`src/rtl/fxp_gain_stream.sv`:
```
// Per-channel fixed-point gain on an interleaved sample stream.
// Flow: multiply, then round/saturate, then an output FIFO that is read show-ahead.
module fxp_gain_stream #(
  parameter int DATA_W     = 32,
  parameter int FRAC_W     = 16,
  parameter int GAIN_W     = 32,
  parameter int CHANNELS   = 2,
  parameter int FIFO_DEPTH = 4,
  localparam int CW        = (CHANNELS > 1) ? $clog2(CHANNELS) : 1
) (
  input  logic              clk,
  input  logic              rst,
  input  logic              in_valid,
  output logic              in_ready,
  input  logic [DATA_W-1:0] in_data,
  output logic              out_valid,
  input  logic              out_ready,
  output logic [DATA_W-1:0] out_data,
  output logic [CW-1:0]     out_chan,
  output logic              out_sat,
  input  logic              cfg_we,
  input  logic [CW-1:0]     cfg_chan,
  input  logic [GAIN_W-1:0] cfg_gain,
  output logic [15:0]       sat_count
);

  localparam int PW = DATA_W + GAIN_W;
  localparam int AW = (FIFO_DEPTH > 1) ? $clog2(FIFO_DEPTH) : 1;
  localparam int EW = DATA_W + CW + 1;

  localparam logic [CW-1:0] LAST_CHAN = CW'(CHANNELS - 1);
  localparam logic [GAIN_W-1:0] UNITY =
    {{(GAIN_W - FRAC_W - 1){1'b0}}, 1'b1, {FRAC_W{1'b0}}};
  localparam logic signed [PW:0] HALF =
    {{(PW - FRAC_W + 1){1'b0}}, 1'b1, {(FRAC_W - 1){1'b0}}};
  localparam logic signed [PW:0] MAXV =
    {{(PW - DATA_W + 2){1'b0}}, {(DATA_W - 1){1'b1}}};
  localparam logic signed [PW:0] MINV =
    {{(PW - DATA_W + 2){1'b1}}, {(DATA_W - 1){1'b0}}};

  // Handshake: a word moves on a port only at a rising edge where valid and
  // ready are both high. in_ready never looks at in_valid, and the out_* bus
  // is held stable while out_valid=1 and out_ready=0.

  logic                     run;
  logic [CW-1:0]            chan_cnt;
  logic signed [GAIN_W-1:0] gain [CHANNELS];

  logic                     s1_valid;
  logic signed [PW-1:0]     s1_prod;
  logic [CW-1:0]            s1_chan;

  logic                     s2_valid;
  logic [DATA_W-1:0]        s2_data;
  logic [CW-1:0]            s2_chan;
  logic                     s2_sat;

  logic [EW-1:0]            mem [FIFO_DEPTH];
  logic [AW-1:0]            wr_ptr;
  logic [AW-1:0]            rd_ptr;
  logic [AW:0]              count;
  logic [15:0]              sat_cnt;

  logic [AW+1:0]            occupancy;
  logic                     in_fire;
  logic                     out_fire;
  logic                     cfg_hit;
  logic signed [PW:0]       rounded;
  logic signed [PW:0]       shifted;
  logic [DATA_W-1:0]        s2_data_next;
  logic                     s2_sat_next;

  // Every accepted sample already owns a FIFO slot, so stage 2 never stalls.
  always_comb begin
    occupancy = (AW+2)'(count) + (AW+2)'(s1_valid) + (AW+2)'(s2_valid);
    in_ready  = run && (occupancy < (AW+2)'(FIFO_DEPTH));
    in_fire   = in_valid && in_ready;
    out_valid = (count != '0);
    out_fire  = out_valid && out_ready;
    cfg_hit   = cfg_we && (32'(cfg_chan) < CHANNELS);
  end

  // Round half up, then clip to the sample range.
  always_comb begin
    rounded      = {s1_prod[PW-1], s1_prod} + HALF;
    shifted      = rounded >>> FRAC_W;
    s2_data_next = shifted[DATA_W-1:0];
    s2_sat_next  = 1'b0;
    if (shifted > MAXV) begin
      s2_data_next = MAXV[DATA_W-1:0];
      s2_sat_next  = 1'b1;
    end else if (shifted < MINV) begin
      s2_data_next = MINV[DATA_W-1:0];
      s2_sat_next  = 1'b1;
    end
  end

  always_comb begin
    out_data = '0;
    out_chan = '0;
    out_sat  = 1'b0;
    if (out_valid) begin
      out_data = mem[rd_ptr][DATA_W-1:0];
      out_chan = mem[rd_ptr][DATA_W +: CW];
      out_sat  = mem[rd_ptr][EW-1];
    end
  end

  assign sat_count = sat_cnt;

  always_ff @(posedge clk) begin
    if (rst) begin
      run      <= 1'b0;
      chan_cnt <= '0;
      s1_valid <= 1'b0;
      s2_valid <= 1'b0;
      wr_ptr   <= '0;
      rd_ptr   <= '0;
      count    <= '0;
      sat_cnt  <= '0;
      for (int i = 0; i < CHANNELS; i++) begin
        gain[i] <= UNITY;
      end
    end else begin
      run      <= 1'b1;
      s1_valid <= in_fire;
      s2_valid <= s1_valid;
      if (in_fire) begin
        chan_cnt <= (chan_cnt == LAST_CHAN) ? '0 : chan_cnt + CW'(1);
      end
      // The sample accepted on this edge was multiplied by the old gain.
      if (cfg_hit) begin
        gain[cfg_chan] <= cfg_gain;
      end
      if (s1_valid && s2_sat_next && (sat_cnt != 16'hFFFF)) begin
        sat_cnt <= sat_cnt + 16'd1;
      end
      if (s2_valid) begin
        wr_ptr <= wr_ptr + AW'(1);
      end
      if (out_fire) begin
        rd_ptr <= rd_ptr + AW'(1);
      end
      case ({s2_valid, out_fire})
        2'b10:   count <= count + (AW+1)'(1);
        2'b01:   count <= count - (AW+1)'(1);
        default: count <= count;
      endcase
    end
  end

  // Datapath registers carry no reset; their valid bits gate them.
  always_ff @(posedge clk) begin
    if (in_fire) begin
      s1_prod <= PW'($signed(in_data)) * PW'(gain[chan_cnt]);
      s1_chan <= chan_cnt;
    end
    if (s1_valid) begin
      s2_data <= s2_data_next;
      s2_chan <= s1_chan;
      s2_sat  <= s2_sat_next;
    end
    if (s2_valid) begin
      mem[wr_ptr] <= {s2_sat, s2_chan, s2_data};
    end
  end

endmodule
```
`config.mk`:
```
export PLATFORM = sky130hd
export DESIGN_NAME = fxp_gain_stream
export DESIGN_NICKNAME = d
export VERILOG_FILES = /design/src/rtl/fxp_gain_stream.sv
export SDC_FILE = /design/constraint.sdc
export NUM_CORES = 2
export LEC_CHECK = 0
export BUFFER_PORTS_ARGS = -buffer_cell sky130_fd_sc_hd__clkbuf_2
export CAP_MARGIN = 30
export CORE_MARGIN = 2
export CORE_UTILIZATION = 45
export CTS_CLUSTER_DIAMETER = 80
export DETAILED_ROUTE_END_ITERATION = 6
export PLACE_DENSITY = 0.65
export SLEW_MARGIN = 0
export SYNTH_ARGS = -nofsm -noshare
export SYNTH_HDL_FRONTEND = slang
export SYNTH_SLANG_ARGS = --single-unit
```
`constraint.sdc`:
```
create_clock -name clk -period 9.42 [get_ports clk]
set_input_delay 0.942 -clock clk [delete_from_list [all_inputs] [get_ports clk]]
set_output_delay 0.942 -clock clk [all_outputs]
set_load 0.005 [all_outputs]
```
Word level (Yosys, flattened, before mapping)
Memories as Yosys holds them, arrays and structs flattened. A register that Yosys moved wholly into a read port is not among the register bits.
Cells that the tools add are included.
Operators by class
  add/subtract/negate cells: 9
  multipliers: 1
  $lt $le $gt $ge: 3
  equality and inequality tests: 3
  mux-type cells: 23
  reductions and logical operators: 8
Operator list (count)
  $mux 32: 3
  $add 64x17->65 const B: 1
  $mul 32x32->64: 1
  $gt 49x32->1 const B: 1
  $lt 49x32->1 const B: 1
  $reduce_or 32->1: 1
  $mux 1: 17
  $add 16x1->16 const B: 1
  $ne 16x16->1 const B: 1
  $pmux 3 s2: 1
  $logic_and 1x1->1: 5
  $add 2x1->2 const B: 2
  $add 3x1->4: 1
  $add 4x1->4: 1
  $lt 4x3->1 const B: 1
  $mux 2: 2
  $add 3x1->3 const B: 1
  $reduce_bool 3->1: 1
  $sub 3x1->3 const B: 1
  $eq 2x1->1 const B: 1
  $eq 2x2->1 const B: 1
  $reduce_bool 2->1: 1
  $add 1x1->1 const B: 1
Storage, ports and cells
  flip-flop bits (word level): 126
  RAM bits: 200
  input bits: 70
  output and inout port bits: 52
  word-level logic and storage cells: 62
  memories: 2
Memory list
  mem: depth 4, width 34, read ports 1, clocked after memory_dff 1, wr ports 1, RTL line 58  | logic [EW-1:0] mem [FIFO_DEPTH];
  gain: depth 2, width 32, read ports 1, clocked after memory_dff 1, wr ports 2, RTL line 47  | logic signed [GAIN_W-1:0] gain [CHANNELS];

Longest topological paths before layout
  word-level depth: 7
  mapped depth: 32
  gate-level depth less buffers: 29

Worst setup path after synthesis
OpenSTA, ideal clock, no wires.
  path type: register to register
  from: register (tool-made name)
  to: register s1_prod[63] (data pin)
  library setup time: 260 ps
  arrival time: 8647 ps
  required time: 9160 ps
  path slack: 513 ps
  cell stages (with the launch flop): 28
  period minus slack after synthesis: 8907 ps
  cells stage by stage: dfxtp_1 > buf_2 > clkbuf_1 > mux2_2 > clkbuf_1 > nand2_1 > inv_1 > fa_1 > inv_1 > fa_1 > inv_1 > fa_1 > fa_1 > inv_1 > fa_1 > fa_1 > fa_1 > fa_1 > inv_1 > ha_1 > or4_1 > o22ai_1 > nand3_1 > o31a_1 > a221oi_2 > o21ai_0 > a31oi_1 > xnor2_1
RTL lines
  end signal, assigned: RTL line 155  | s1_prod <= PW'($signed(in_data)) * PW'(gain[chan_cnt]);
  end, declared: RTL line 50  | logic signed [PW-1:0] s1_prod;

==> impl_summary.txt <==
----------------------------------------------------
[Drt]
  Via-to-Cell Ratio ... 5.22
  Antenna viol nets, final ... 0
  Detailed-router iteration count before antenna repair ... 5
  Routed len/inst ... 20.4 um
  Drt drc ... 0
  Drt initial violations ... 1967
  Final Routed Wirelength ... between 100000 and 150000 um
  Routed vias ... 31600

[Die]
  Die height ... 333 um
  Total die area ... 111000 um2
  Initial standard-cell utilization of the core ... 45.4%
  Die X ... between 300 and 400 um
  Floorplan Core Area ... 107000 um2
  Row count ... 120
  Number of ports placed on the die boundary ... 122

[Setup path]
  Top fanout value on the critical path ... 32
  Top delay family on crit path ... adder cells
  Launching element type of the critical path ... register
  Critical path required time ... 9.75 ns
  Number of buffer and inverter stages on the critical path ... 4
  Arrival time reported for the critical path endpoint ... 9.37 ns
  Biggest cell delay along the critical path ... slightly below 0.7 ns
  Critical Path Slowest Stage Cell ... mux2_2
  Critical path class ... reg -> reg
  End of the worst register-to-register path ... s1_prod[63]
  Crit-path most repeated cell ... fa_1
  Type of destination of the critical path ... register
  Flop2flop setup slack ... 0.38 ns
  Depth of the worst register-to-register path ... 25

[Synth]
  Gate Count Post-Synth ... between 4000 and 5000
  Multiplexer share of the synthesized area ... 2.49%
  Synth Area in Adders ... 49.4%
  Post-synthesis area per instance ... around 11 um2
  Number of enable flip-flop cells after synthesis ... between 200 and 300
  Compound-cell area share of the yosys netlist ... 2.78%
  Part of the Yosys area used for sequential elements ... 18.8%
  Warnings, synthesis ... 0
  Xor/xnor cell area share of the yosys netlist ... 1.98%
  Combinational family with the most area after synthesis ... adder cells
  Most used DFF post-synth ... edfxtp_1
  Number of unique standard cell types used by synthesis ... 74
  Synthesis-stage register bit count ... around 310
  Simple logic cell fraction of the synthesized area ... 15.1%
  Cell area after synthesis ... 48600 um2
  Share of flip-flops with an asynchronous set or reset after synthesis ... 0%
  Post-synthesis net count ... slightly below 6000

[Clock tree]
  Root Buffer ... clkbuf_16
  Clock tree from TritonCTS ... built
  Number of buffers created by CTS ... 28
  Maximum clock path buffer count ... 3
  Sinks on the clock net ... ~310
  # Post-CTS Setup Buffers ... 0
  Reg clk slew, reported paths ... 0.07 ns
  Level count of the clock H-tree ... 1
  Number of hold buffers added after CTS ... 0
  Clock latency reported for the late side of the worst-skew pair ... 0.60 ns

[Timing]
  Worst-case headroom to the max-slew limit ... 37.6%
  Setup clock skew after layout ... between 0.02 and 0.025 ns
  Final clock period utilization by the worst path ... 96.0%
  Number of pins exceeding their max-slew limit in the final report ... 0
  Min Tclk post-route ... about 9.0 ns
  Post-route setup slack ... 0.381 ns
  Final hold violations ... 0
  Final setup violation count ... 0
  Slew of the pin with the lowest slew margin ... 0.936 ns
  Maximum frequency from static timing analysis ... 0.111 GHz

[Hold path]
  Count of cells along the worst hold path ... 0
  Worst hold start ... s1_chan
  Hold Path Sink ... s2_chan
  Kind of path behind the tightest hold check ... reg -> reg

[Placed design]
  Count of buffers inserted at the top-level ports ... about 120
  Routability congestion estimate ... 0.905
  Placed inst area ... 51100 um2
  Post-DP HPWL ... 98100 um
  Dpl cells ... roughly 6000
  Minimum setup slack after placement ... 0.223 ns

[Layout]
  Final Instance Area ... 52100 um2
  Final non-filler cell total ... between 6000 and 7000
  Proportion of layout cells with a drive suffix above 1 ... between 8 and 9%
  Area added between synthesis and finish ... 7.20%
  Most frequent cells in the layout ... 1082 x fa_1, 984 x inv_1, 528 x nand2_1, 472 x and2_1, 284 x edfxtp_1
  Final layout net count ... 5974
  Filler Cells Inserted ... 9728
  Commonest non-fill, non-tap cell in the layout ... fa_1

[GRT]
  Number of antenna violations at the first check in global routing ... 3
  Vias in the first global route ... 34300
  First-pass GRT wire length ... 197000 um
  Maximum number of pins on one net before global-route repair ... 51
  Total grt overflow ... 0
  Gr usage total ... 23.0%

[Run]
  Max-cap violation count ... 0

[Status]
  Result of the run ... finished clean

----------------------------------------------------
[cell families (layout without fill, tap and decap cells)]
| family | count (synthesis) | count (layout) |
|---|---|---|
| simple gates | 1403 | 1403 |
| buf+inv | 1222 | 1271 |
| other cells | 0 | 3 |
| xor+xnor | 110 | 110 |
| flops | 314 | 314 |
| mux | 74 | 74 |
| fa+ha+maj | 1270 | 1270 |
| compound gates | 213 | 213 |
[per-stage QoR]
step	TNS (ns)	hold WS [ns]	utilization (%)
after floorplan	0	0.400	-
after global routing	-0.0175	0.427	48.7
after detailed placement	0	0.408	47.8
final	0	0.428	48.7
after CTS	0	0.422	48.6
after global placement	0	0.405	47.8
[metal layers]
layer  share of wire (%)  up-vias  wire [um]  global-route usage [%]
met1                  44    16500      53900                    32.3
met4                 2.8        0       3440                    5.66
met5                   0        -          0                       0
met3                 8.6      181      10600                    5.63
met2                  45     1150      55700                    36.0
li1                    -    13800          -                       -
[flip-flops by register name, summed over array words and instances, names as in the netlist, 2 cells and up, named ones only]
| register | count |
|---|---|
| mem | 136 |
| gain | 64 |
| rd_ptr | 2 |
| sat_count | 16 |
| s1_prod | 49 |
| count | 3 |
| s2_data | 32 |
| wr_ptr | 2 |
[how the worst max path moves through the flow]
stage	slack, ns	cells past startpoint	to
after global placement	0.30	23	s1_prod[48]
after detailed placement	0.22	26	s1_prod[63]
after CTS	0.26	26	s1_prod[63]
after floorplan	0.51	27	s1_prod[63]
after global routing	-0.02	27	s1_prod[63]
final	0.38	25	s1_prod[63]
[worst reg2reg max path: cells and delay by family (launching register included)]
family	cells	cell delay [ns]
buffers and inverters	4	0.56
xor gates and xnor gates	1	0.08
adders and majority gates	9	4.33
and+or+nand+nor	2	0.59
muxes	1	0.72
AOI/OAI and AO/OA	8	2.06
DFF	1	0.43
[what timing repair did]
item                                    4_1_cts  5_1_grt
endpoints found under the setup margin        0       12
resized for setup                             0        7
hold endpoints to repair                      0        0
[cell type report]
class | instances | area, um2 | area share (%)
flip-flops and latches | 314 | 9130 | 17.5
repair buffers | 235 | 1620 | 3.11
well taps | 1403 | 1760 | 3.37
diodes | 3 | 7.51 | 0.0144
multi-input cells | 3070 | 35000 | 67.1
inverters | 985 | 3700 | 7.10
clock buffers | 38 | 768 | 1.47
clock inverters | 13 | 141 | 0.271
[cell usage after synthesis, drive strengths merged (8+ instances only)]
library cell	instances	area [um2]
fa	1082	21700
inv	985	3700
nand2	528	1980
and2	472	2950
edfxtp	284	8530
clkbuf	223	837
ha	188	2350
nor2b	161	1010
nor2	76	285
o21ai	64	320
xnor2	63	552
a21oi	57	285
xor2	47	412
nand3	39	200
mux4	34	766
mux2	33	375
dfxtp	30	601
and3	24	150
a21o	23	173
nand4	17	121
nor3	17	90.1
nand2b	15	93.8
buf	14	65.1
or2	14	87.6
nor4	13	139
a211oi	10	75.1
a31oi	8	50.1
Power is left out: the tool's default activity adds up to more than one toggle a clock period on the data nets, which glitch-free logic cannot reach.
